--- config.mk ---
export PLATFORM = sky130hd
export DESIGN_NAME = sensor_uart_arbiter
export DESIGN_NICKNAME = d
export VERILOG_FILES = /design/src/rtl/sensor_arb_pkg.sv /design/src/rtl/sensor_arb_rr.sv /design/src/rtl/sensor_uart_arbiter.sv
export SDC_FILE = /design/constraint.sdc
export NUM_CORES = 1
export LEC_CHECK = 0
export CORE_MARGIN = 4
export CORE_UTILIZATION = 40
export DETAILED_ROUTE_END_ITERATION = 12
export GPL_TIMING_DRIVEN = 0
export PLACE_DENSITY = 0.69
export RECOVER_POWER = 25
export REMOVE_ABC_BUFFERS = 1
export SLEW_MARGIN = 0
export SYNTH_ARGS = -nofsm -noshare
export SYNTH_HDL_FRONTEND = slang
export SYNTH_SLANG_ARGS = --single-unit
--- constraint.sdc ---
create_clock -name i_CLK -period 4.53 [get_ports i_CLK]
set_input_delay 1.359 -clock i_CLK [delete_from_list [all_inputs] [get_ports i_CLK]]
set_output_delay 1.359 -clock i_CLK [all_outputs]
set_load 0.1 [all_outputs]
--- src/rtl/sensor_arb_pkg.sv ---
// Shared types and constants for the sensor UART arbiter.
// Optional checksum byte is enabled by defining SENSOR_ARB_CHECKSUM_EN.
package sensor_arb_pkg;

    typedef enum logic [1:0] {
        ST_IDLE    = 2'd0,
        ST_HDR     = 2'd1,
        ST_PAYLOAD = 2'd2,
        ST_CSUM    = 2'd3
    } state_t;

    typedef enum logic {
        SRC_MPR = 1'b0,
        SRC_ADS = 1'b1
    } src_t;

    localparam logic [7:0] ADS_HDR_DEF = 8'hA0;
    localparam logic [7:0] MPR_HDR_DEF = 8'hB0;
    localparam int         ADS_BYTES   = 6;
    localparam int         MPR_BYTES   = 2;
    localparam int         CNT_W       = 3;

endpackage

--- src/rtl/sensor_arb_rr.sv ---
// Two-input round-robin grant; a tie goes to the source not granted last.
module sensor_arb_rr
    import sensor_arb_pkg::*;
(
    input  logic clk,
    input  logic rst,
    input  logic req_ads,
    input  logic req_mpr,
    input  logic take,
    output logic grant_any,
    output src_t grant
);

    src_t last;

    always_comb begin
        grant_any = req_ads | req_mpr;
        if (req_ads && req_mpr)
            grant = (last == SRC_MPR) ? SRC_ADS : SRC_MPR;
        else if (req_ads)
            grant = SRC_ADS;
        else
            grant = SRC_MPR;
    end

    always_ff @(posedge clk or posedge rst) begin
        if (rst)
            last <= SRC_MPR;
        else if (take)
            last <= grant;
    end

endmodule

--- src/rtl/sensor_uart_arbiter.sv ---
// Packs ADS1292 / MPR121 samples into header+payload(+checksum) UART byte streams.
// Define SENSOR_ARB_CHECKSUM_EN to append the XOR checksum byte.
module sensor_uart_arbiter
    import sensor_arb_pkg::*;
#(
    parameter logic [7:0] ADS_HDR = ADS_HDR_DEF,
    parameter logic [7:0] MPR_HDR = MPR_HDR_DEF
)(
    input  logic        i_CLK,
    input  logic        i_RST,
    input  logic        i_ADS_REQ,
    input  logic [47:0] i_ADS_DATA,
    output logic        o_ADS_ACK,
    input  logic        i_MPR_REQ,
    input  logic [15:0] i_MPR_DATA,
    output logic        o_MPR_ACK,
    output logic [7:0]  o_UART_DATA,
    output logic        o_UART_VALID,
    input  logic        i_UART_READY,
    output logic        o_BUSY
);

    state_t           state, state_nxt;
    src_t             src, grant;
    logic             grant_any, take, xfer, last_byte;
    logic [47:0]      latch;
    logic [CNT_W-1:0] cnt;
    logic [7:0]       pay_byte;

    assign take      = (state == ST_IDLE) && grant_any;
    assign xfer      = o_UART_VALID && i_UART_READY;
    assign last_byte = (cnt == ((src == SRC_ADS) ? CNT_W'(ADS_BYTES - 1) : CNT_W'(MPR_BYTES - 1)));
    // MPR data is latched left-aligned so both sources share one MSB-first byte select
    assign pay_byte  = 8'(latch >> (6'd40 - {cnt, 3'b000}));
    assign o_BUSY    = (state != ST_IDLE);

    sensor_arb_rr u_rr (
        .clk       (i_CLK),
        .rst       (i_RST),
        .req_ads   (i_ADS_REQ),
        .req_mpr   (i_MPR_REQ),
        .take      (take),
        .grant_any (grant_any),
        .grant     (grant)
    );

    always_ff @(posedge i_CLK or posedge i_RST) begin
        if (i_RST)
            state <= ST_IDLE;
        else
            state <= state_nxt;
    end

    always_comb begin
        state_nxt = state;
        case (state)
            ST_IDLE:    if (grant_any) state_nxt = ST_HDR;
            ST_HDR:     if (xfer) state_nxt = ST_PAYLOAD;
`ifdef SENSOR_ARB_CHECKSUM_EN
            ST_PAYLOAD: if (xfer && last_byte) state_nxt = ST_CSUM;
            ST_CSUM:    if (xfer) state_nxt = ST_IDLE;
`else
            ST_PAYLOAD: if (xfer && last_byte) state_nxt = ST_IDLE;
`endif
            default:    state_nxt = ST_IDLE;
        endcase
    end

`ifdef SENSOR_ARB_CHECKSUM_EN
    logic [7:0] csum;

    always_ff @(posedge i_CLK or posedge i_RST) begin
        if (i_RST)
            csum <= '0;
        else if (take)
            csum <= (grant == SRC_ADS) ? ADS_HDR : MPR_HDR;
        else if (state == ST_PAYLOAD && xfer)
            csum <= csum ^ pay_byte;
    end
`endif

    always_comb begin
        o_UART_VALID = 1'b0;
        o_UART_DATA  = '0;
        case (state)
            ST_HDR: begin
                o_UART_VALID = 1'b1;
                o_UART_DATA  = (src == SRC_ADS) ? ADS_HDR : MPR_HDR;
            end
            ST_PAYLOAD: begin
                o_UART_VALID = 1'b1;
                o_UART_DATA  = pay_byte;
            end
`ifdef SENSOR_ARB_CHECKSUM_EN
            ST_CSUM: begin
                o_UART_VALID = 1'b1;
                o_UART_DATA  = csum;
            end
`endif
            default: ;
        endcase
    end

    always_ff @(posedge i_CLK or posedge i_RST) begin
        if (i_RST) begin
            src       <= SRC_MPR;
            latch     <= '0;
            cnt       <= '0;
            o_ADS_ACK <= 1'b0;
            o_MPR_ACK <= 1'b0;
        end else begin
            o_ADS_ACK <= take && (grant == SRC_ADS);
            o_MPR_ACK <= take && (grant == SRC_MPR);
            if (take) begin
                src   <= grant;
                latch <= (grant == SRC_ADS) ? i_ADS_DATA : {i_MPR_DATA, 32'h0};
                cnt   <= '0;
            end else if (state == ST_PAYLOAD && xfer) begin
                cnt <= cnt + 1'b1;
            end
        end
    end

endmodule

==> reports/qor.yml, run 1 <==
outcome:
  status: "finished, violations left"
  violations: "max-capacitance violations, max-slew violations"
power:
  worst_ir_drop_vdd_v: 0.000275
  p_seq_frac: 0.370
  power.leakage_nw: 1.67
  finalPower_mw: 2.45
  pwr-share-comb: 0.516
  sw_frac_of_total: 0.442
  p_per_area_mw_per_mm2: 667
  p_switching_mw: 1.08
  clock_power_share: 0.113
  p_int_mw: 1.37
logic_synthesis:
  yosys.area.top_type: "dfrtp_1"
  synth_top_cell_area_share: 0.506
  netlist_area_sq_mm: 0.00277
  synth.most_common_cell: "dfrtp_1"
  seq_area_frac_synth: 0.506
  synth_warnings: 0
  ys_async_sr_fraction: 1.00
  ys.flop_type: "dfrtp_1"
  yosys-top-cells-count: "56 x dfrtp_1, 34 x a22o_1, 21 x inv_1"
  synth_area_leaders: "dfrtp_1 51%, a22o_1 11%, a222oi_1 5.8%"
  syn_inst: 233
  syn-mean-instance-area_sq_um: 11.9
  synth_seq_cells: 56
  synth_edf_count: 0
  synth.distinct_cells: 42
timing:
  max_freq_mhz: 233
  rsz0062_at_grt: "false"
  drv_slew: 43
  fin_crit_sh: 0.948
  tightest_slew_ns: 1.84
  min_period_ns: 4.29
  setup_violations: 0
  max_slew_margin: -0.226
  finalHoldViolations: 0
  fin_worst_skew_ns: 0.0101
cts:
  clkTransAtPathRegs_ns: 0.10
  holdBufCountCts: 0
  htreeDepth: 2
  cts_tree: "yes"
  cts-root-buf: "clkbuf_8"
  cts_buffer_depth: 2
  cts_buffers: 5
  clock_latency_ns: 0.30
  cts_sinks: 56
critical_path:
  worstSetupPathType: "reg2out"
  required_ns: 3.17
  startpoint_type: "flop"
  critPathArrivalTime_ns: 2.94
  crit_path_end_kind: "output port"
  worstPathMaxFanout: 17
global_routing:
  grt_pass1_vias: 2272
  grt_max_degree: 43
  grt_usage: 0.167
  grt-ovfl-total: 0
  grt_pass1_wl_mm: 11.2
  antenna_found_initial: 0
drt:
  viasPerCell: 5.58
  drtAntennaViolNets: 0
  dr.pass1.iters: 5
  drt_iter0_markers: 124
  drt_wl_total_mm: 6.57
  routedWlPerCell_microns: 17.1
  vias: 2148
  drc: 0
die:
  coreArea_sq_mm: 0.00676
  ios: 81
  fp.dieW_microns: 91.2
  die_area_sq_mm: 0.00831
  start_util: 0.410
  rows: 30
  die_h_microns: 91.2
final_layout:
  drive_above_1_share: 0.0951
  nNetsFinal: 379
  final_core_util: 0.544
  n_fill_cell: 619
  antenna_cells: 0
  syn2layout_area_growth_pct: 32.7
hold_path:
  hold_path.class: "reg2reg"
flow_run:
  maxCapViolCount: 1
placement:
  hpwl_mm: 4.79
  place.gp.congestion: 0.780
  portBuffers: 80
-- flip-flops by register name, summed over array words and instances (netlist names) --
register,count
o_ADS_ACK,1
state,2
u_rr.last,1
latch,48
o_MPR_ACK,1
cnt,3
-- final timing paths --
check / startpoint / end / slack (ns) / cells after the start
max in group asynchronous: i_RST / cnt[0]$_DFFE_PP0P_ / 0.64 / 3
worst max register to register: state[0]$_DFFE_PP0P_ / latch[32]$_DFFE_PP0P_ / 2.43 / 7
min in group asynchronous: i_RST / latch[45]$_DFFE_PP0P_ / 1.54 / 2
worst min-delay path: latch[12]$_DFFE_PP0P_ / latch[12]$_DFFE_PP0P_ / 0.51 / 1
worst max-delay path: cnt[2]$_DFFE_PP0P_ / o_UART_DATA[4] / 0.24 / 4
worst min register to register: latch[12]$_DFFE_PP0P_ / latch[12]$_DFFE_PP0P_ / 0.51 / 1
-- metal layers --
layer,global-route usage,vias up,wire (microns)
met5,0,-,0
met4,0.0377,0,68
met3,0.0456,8,410
met2,0.270,62,3190
met1,0.224,1056,2900
li1,-,1022,-
-- cell type report --
| class | count | area (sq um) | share of cell area |
|---|---|---|---|
| Clock buffer | 8 | 90.1 | 0.0245 |
| Inverter | 22 | 82.6 | 0.0225 |
| Multi-Input combinational cell | 136 | 1160 | 0.316 |
| Sequential cell | 56 | 1400 | 0.382 |
| Tap cell | 80 | 100 | 0.0272 |
| Timing Repair Buffer | 83 | 838 | 0.228 |
-- cells in the final DEF (no fill, tap or decap), types with 2 or more instances in the layout --
master	netlist	layout
buf_16	0	2
clkbuf_2	0	6
mux2_2	3	3
a22o_1	34	34
a222oi_1	16	16
xor2_1	2	2
nor4bb_1	2	2
a21oi_4	1	2
nor2_1	7	7
a22oi_1	7	7
nor3_1	2	2
nand2_1	5	5
a21oi_1	6	6
o21ai_1	4	4
ha_1	6	6
inv_1	21	21
o21ba_1	2	2
clkbuf_8	0	6
nand3_1	4	4
clkbuf_1	2	2
mux2_1	6	6
mux2_4	3	3
mux2i_1	5	5
dfrtp_1	56	55
nor2b_1	3	3
clkdlybuf4s50_1	0	72
or4_1	2	2
o211ai_1	2	2
-- repair_timing --
action                                  CTS  global route
gates resized for setup                   9            12
endpoints found under the setup margin    7             7
buffers inserted                          0             0
-- critical path, cell delays in order, from the launching register on --
cell and delay (ns):
dfrtp_1 0.77, nor2b_1 0.67, a221oi_2 0.15, o22ai_1 0.19, clkdlybuf4s15_1 0.85
-- logic make-up (layout without fill, tap and decap cells) --
logic type / count (synthesis) / in the layout / share of synthesized area
flops: 56 / 56 / 0.506
xor+xnor: 3 / 3 / 0.00950
fa+ha+maj: 6 / 6 / 0.0271
simple gates: 30 / 30 / 0.0583
mux: 17 / 17 / 0.0710
buf+inv: 41 / 113 / 0.0800
compound gates: 80 / 80 / 0.248
-- power groups by stage --
stage / combinational, mW / sequential, mW / clock, mW
6_report: 1.26 / 0.907 / 0.278
5_1_grt: 1.37 / 0.950 / 0.304
4_1_cts: 1.28 / 0.912 / 0.286
3_5_place_dp: 1.30 / 0.921 / 0
3_3_place_gp: 1.23 / 0.913 / 0
2_1_floorplan: 0.923 / 0.899 / 0
-- metrics by stage --
step	std cells	setup WS (ns)	area (sq um)	setup TNS [ns]	hold slack, ns
6_report	385	0.235	3670	0	0.508
4_1_cts	385	0.0151	3700	0	0.514
3_5_place_dp	377	0.0377	3620	0	0.488
3_3_place_gp	374	0.0571	3530	0	0.484
2_1_floorplan	214	-0.716	2630	-0.716	0.465
5_1_grt	385	0.00641	3670	0	0.528
(Power assumes the default switching activity.)
==> inputs of run 2 (changes only) <==
--- a/config.mk
+++ b/config.mk
@@ -9,10 +9,9 @@
 export CORE_UTILIZATION = 40
 export DETAILED_ROUTE_END_ITERATION = 12
 export GPL_TIMING_DRIVEN = 0
-export PLACE_DENSITY = 0.69
+export PLACE_DENSITY = 0.7
 export RECOVER_POWER = 25
 export REMOVE_ABC_BUFFERS = 1
-export SLEW_MARGIN = 0
 export SYNTH_ARGS = -nofsm -noshare
 export SYNTH_HDL_FRONTEND = slang
 export SYNTH_SLANG_ARGS = --single-unit
==> run 2 against run 1 <==
Net effect: the flow still finishes with violations (max-capacitance violations, max-slew violations); utilization increased by 0.13 points; non-clock buffer count unchanged; die area unchanged; setup slack got worse by 0.017 ns; count of clock-buffer cells in the layout decreased by 2; flip-flop and latch count unchanged; final area increased by 0.24%; clock skew decreased by 0.00055 ns; largest power group unchanged.
==> reports/qor.yml, run 2 (synthesized netlist as in run 1, its figures left out) <==
cts:
  cts_buffers: 5
  clkTransAtPathRegs_ns: 0.10
  holdBufCountCts: 0
  cts_buffer_depth: 2
  clock_latency_ns: 0.31
  post-cts-setup-buffers: 0
  htreeDepth: 2
  cts_tree: "yes"
  cts_sinks: 56
  cts-root-buf: "clkbuf_8"
final_layout:
  nNetsFinal: 379
  final_common_cell: "clkdlybuf4s50_1"
  drive_above_1_share: 0.0984
  syn2layout_area_growth_pct: 33.0
  layout_common_cells: "72 x clkdlybuf4s50_1, 55 x dfrtp_1, 34 x a22o_1, 21 x inv_1, 16 x a222oi_1"
  fin_area_sq_mm: 0.00368
  reg_top3: "latch (48), cnt (3), state (2)"
  top_register: "latch"
  largest_reg_flops: 48
  stdcell_count: 385
  antenna_cells: 0
power:
  sw_frac_of_total: 0.440
  p_seq_frac: 0.365
  p_per_area_mw_per_mm2: 679
  p_int_mw: 1.40
  power.leakage_nw: 1.68
  clock_power_share: 0.129
  pwr-share-comb: 0.506
  p_switching_mw: 1.10
  worst_ir_drop_vdd_v: 0.000249
placement:
  place_ws_ns: 0.0688
  placed_cells: 377
  place.gp.congestion: 0.779
  hpwl_mm: 4.80
  place_area_sq_mm: 0.00361
  portBuffers: 80
global_routing:
  grt_pass1_vias: 2296
  grt_usage: 0.164
  grt_max_degree: 39
  grt-ovfl-total: 0
  grt_pass1_wl_mm: 11.1
  antenna_found_initial: 0
die:
  coreArea_sq_mm: 0.00676
  ios: 81
  start_util: 0.410
  rows: 30
  fp.dieW_microns: 91.2
  die_area_sq_mm: 0.00831
  die_h_microns: 91.2
timing:
  fin_crit_sh: 0.952
  min_period_ns: 4.31
  setup_violations: 0
  tightest_slew_ns: 1.68
  setup_ws_ns: 0.218
  max_freq_mhz: 232
  drv_slew: 39
  max_slew_margin: -0.122
  hold_slack_ns: 0.509
  rsz0062_at_grt: "false"
  fin_worst_skew_ns: 0.00957
  finalHoldViolations: 0
hold_path:
  hold_path.class: "reg2reg"
critical_path:
  worstSetupPathType: "reg2out"
  crit_family: "buffers and inverters"
  startpoint_type: "flop"
  critPathMaxStageDelay_ns: 0.88
  critical_path.cell_chain: "nor2b_1 -> a221oi_2 -> o22ai_1 -> dlygate4sd2_1"
  crit_buf_inv: 1
  critPathArrivalTime_ns: 2.95
  worstPathMaxFanout: 17
  required_ns: 3.17
  crit_slowest_cell: "dlygate4sd2_1"
  crit_path_end_kind: "output port"
drt:
  drt_iter0_markers: 114
  drt_wl_total_mm: 6.70
  routedWlPerCell_microns: 17.4
  dr.pass1.iters: 8
  viasPerCell: 5.56
  drc: 0
  drtAntennaViolNets: 0
  vias: 2139
outcome:
  violations: "max-capacitance violations, max-slew violations"
  status: "finished, violations left"
flow_run:
  maxCapViolCount: 1
-- run 2: power by group through the flow --
stage | clock, mW | sequential (mW) | combinational [mW]
6_report | 0.323 | 0.911 | 1.26
5_1_grt | 0.348 | 0.947 | 1.37
4_1_cts | 0.330 | 0.912 | 1.28
3_5_place_dp | 0 | 0.921 | 1.30
3_3_place_gp | 0 | 0.914 | 1.23
2_1_floorplan | 0 | 0.899 | 0.923
-- run 2: per-layer routing --
| layer | part of all wire | global-route usage | up-vias |
|---|---|---|---|
| met3 | 0.066 | 0.0431 | 4 |
| li1 | - | - | 1021 |
| met5 | 0 | 0 | - |
| met2 | 0.49 | 0.278 | 55 |
| met4 | 0.0060 | 0.0339 | 0 |
| met1 | 0.44 | 0.210 | 1059 |
-- run 2: area by class of cell --
class                      count  area [sq um]
fill                         624          3070
sequential                    56          1400
multi-input combinational    136          1160
timing repair buffer          83           830
tap                           80           100
inverter                      22          82.6
clock buffer                   6          72.6
clock inverter                 2          35.0
-- run 2: timing repair --
action                                  in CTS  in global routing
endpoints found under the setup margin       7                  6
gates cloned                                 0                  0
gates resized for setup                      8                 12
-- run 2: worst paths after layout --
check	endpoint	slack [ns]	startpoint	cells past startpoint
min reg2reg	latch[31]$_DFFE_PP0P_	0.51	latch[31]$_DFFE_PP0P_	1
max reg2reg	latch[47]$_DFFE_PP0P_	2.61	state[0]$_DFFE_PP0P_	7
min in group asynchronous	latch[3]$_DFFE_PP0P_	1.61	i_RST	2
min	latch[31]$_DFFE_PP0P_	0.51	latch[31]$_DFFE_PP0P_	1
max	o_UART_DATA[4]	0.22	cnt[2]$_DFFE_PP0P_	4
max in group asynchronous	cnt[0]$_DFFE_PP0P_	0.67	i_RST	3
-- run 2: per-stage QoR --
step | utilization | setup TNS [ns] | total power, mW
floorplan | - | -0.716 | 1.82
global placement | 0.522 | 0 | 2.14
detailed placement | 0.535 | 0 | 2.22
CTS | 0.549 | 0 | 2.52
global route | 0.545 | 0 | 2.66
finish | 0.545 | 0 | 2.50
==> inputs of run 3 (changes only) <==
--- a/config.mk
+++ b/config.mk
@@ -9,7 +9,7 @@
 export CORE_UTILIZATION = 40
 export DETAILED_ROUTE_END_ITERATION = 12
 export GPL_TIMING_DRIVEN = 0
-export PLACE_DENSITY = 0.7
+export PLACE_DENSITY_LB_ADDON = 0.05
 export RECOVER_POWER = 25
 export REMOVE_ABC_BUFFERS = 1
 export SYNTH_ARGS = -nofsm -noshare
==> run 3 against run 2 <==
Net effect: first-iteration DRC count rose by 12%; maximum frequency rose by 0.64%; via count fell by 0.84%; non-clock buffer count did not move; clock skew fell by 0.0051 ns; combinational power barely moved; critical path depth did not move; highest routed layer unchanged; the flow now finishes without violations; die area did not move; sequential power barely moved; count of clock-buffer cells in the layout rose by 2.
==> reports/qor.yml, run 3 (synthesized netlist as in run 1, its figures left out) <==
final_layout:
  drive_above_1_share: 0.0984
  n_fill_cell: 601
  syn2layout_area_growth_pct: 32.6
  multi_input_area_sq_mm: 0.00116
  seqCellArea_sq_mm: 0.00140
  antenna_cells: 0
  top_register: "latch"
  nNetsFinal: 379
  reg_top3: "latch (48), cnt (3), state (2)"
  final_common_cell: "clkdlybuf4s50_1"
  largest_reg_flops: 48
  layout_common_cells: "72 x clkdlybuf4s50_1, 55 x dfrtp_1, 34 x a22o_1, 21 x inv_1, 16 x a222oi_1"
drt:
  drt_wl_total_mm: 6.56
  drc: 0
  drtAntennaViolNets: 0
  drt_iter0_markers: 128
  routedWlPerCell_microns: 17.0
  dr.pass1.iters: 5
  viasPerCell: 5.51
  vias: 2121
critical_path:
  worstSetupPathType: "reg2out"
  critPathArrivalTime_ns: 2.93
  crit_path_end_kind: "output port"
  startpoint_type: "flop"
  required_ns: 3.17
  worstPathMaxFanout: 17
timing:
  tns_ns: 0
  max_freq_mhz: 233
  tightest_slew_ns: 1.29
  finalHoldViolations: 0
  fin_crit_sh: 0.946
  drv_slew: 0
  min_period_ns: 4.28
  rsz0062_at_grt: "false"
  setup_violations: 0
  max_slew_margin: 0.137
  fin_worst_skew_ns: 0.00452
  setup_ws_ns: 0.245
cts:
  cts_buffer_depth: 2
  cts_buffers: 5
  post-cts-setup-buffers: 0
  htreeDepth: 2
  cts_sinks: 56
  clkTransAtPathRegs_ns: 0.09
  clock_latency_ns: 0.30
  holdBufCountCts: 0
  cts-root-buf: "clkbuf_8"
  cts_tree: "yes"
placement:
  portBuffers: 80
  place_ws_ns: 0.0551
  hpwl_mm: 4.62
  place.gp.congestion: 0.745
die:
  rows: 30
  die_area_sq_mm: 0.00831
  start_util: 0.410
  die_h_microns: 91.2
  ios: 81
  coreArea_sq_mm: 0.00676
  fp.dieW_microns: 91.2
power:
  power.leakage_nw: 1.66
  worst_ir_drop_vdd_v: 0.000373
  p_per_area_mw_per_mm2: 663
global_routing:
  grt_max_degree: 36
  grt_pass1_wl_mm: 10.6
  antenna_found_initial: 0
  grt_usage: 0.160
  grt-ovfl-total: 0
  grt_pass1_vias: 2188
flow_run:
  maxCapViolCount: 0
hold_path:
  hold_path.class: "reg2reg"
outcome:
  status: "complete, no violations"
run 3: cell types whose count changed in the layout (fill, tap and decap cells not counted):
| cell | change |
|---|---|
| buf_16 | -1 |
| bufinv_16 | -1 |
| clkinv_2 | -1 |
| clkbuf_2 | -1 |
| dlymetal6s4s_1 | -1 |
| clkbuf_1 | +1 |
| buf_12 | +2 |
| clkdlybuf4s15_2 | +1 |
| clkbuf_8 | +1 |
run 3: report_power, final:
group / internal, mW / switching [mW] / total [mW]
Combinational: 0.503 / 0.745 / 1.25
Clock: 0.125 / 0.152 / 0.277
Sequential: 0.729 / 0.179 / 0.908
Total: 1.36 / 1.08 / 2.43
run 3: final cells by class:
cell class | count | area share
clock buffer | 8 | 0.0245
inverter | 22 | 0.0225
multi-input combinational | 136 | 0.316
sequential | 56 | 0.382
tap | 80 | 0.0273
timing repair buffer | 83 | 0.228
run 3: timing repair:
action	CTS	global route
endpoints found under the setup margin	7	6
pin swaps	0	0
resized for setup	9	11
run 3: stage by stage:
step | hold WS, ns | power (mW) | instance area [sq um] | instances | util
6_report | 0.508 | 2.43 | 3670 | 385 | 0.543
5_1_grt | 0.531 | 2.60 | 3670 | 385 | 0.543
4_1_cts | 0.515 | 2.47 | 3690 | 385 | 0.546
3_5_place_dp | 0.488 | 2.20 | 3600 | 377 | 0.534
3_3_place_gp | 0.482 | 2.15 | 3530 | 374 | 0.522
2_1_floorplan | 0.465 | 1.82 | 2630 | 214 | -
run 3: routing by layer:
layer,vias up,share of wire,global-route usage
met1,1028,0.42,0.204
met4,0,0.013,0.0465
met3,7,0.070,0.0464
met2,66,0.50,0.264
met5,-,0,0
li1,1020,-,-
run 3: worst max-delay path: stages, from the launching register on:
cell	delay (ns)
dfrtp_1	0.78
nor2b_1	0.66
a221oi_2	0.12
o22ai_1	0.18
dlygate4sd2_1	0.88
run 3: path summary, 6_finish.rpt:
check,startpoint,to,slack [ns],cells after the start
min in group asynchronous,i_RST,latch[46]$_DFFE_PP0P_,1.85,2
worst min-delay path,latch[22]$_DFFE_PP0P_,latch[22]$_DFFE_PP0P_,0.51,1
worst max-delay path,cnt[2]$_DFFE_PP0P_,o_UART_DATA[4],0.25,4
worst max register to register,state[1]$_DFFE_PP0P_,latch[42]$_DFFE_PP0P_,2.62,7
max in group asynchronous,i_RST,latch[42]$_DFFE_PP0P_,1.91,2
worst min register to register,latch[22]$_DFFE_PP0P_,latch[22]$_DFFE_PP0P_,0.51,1
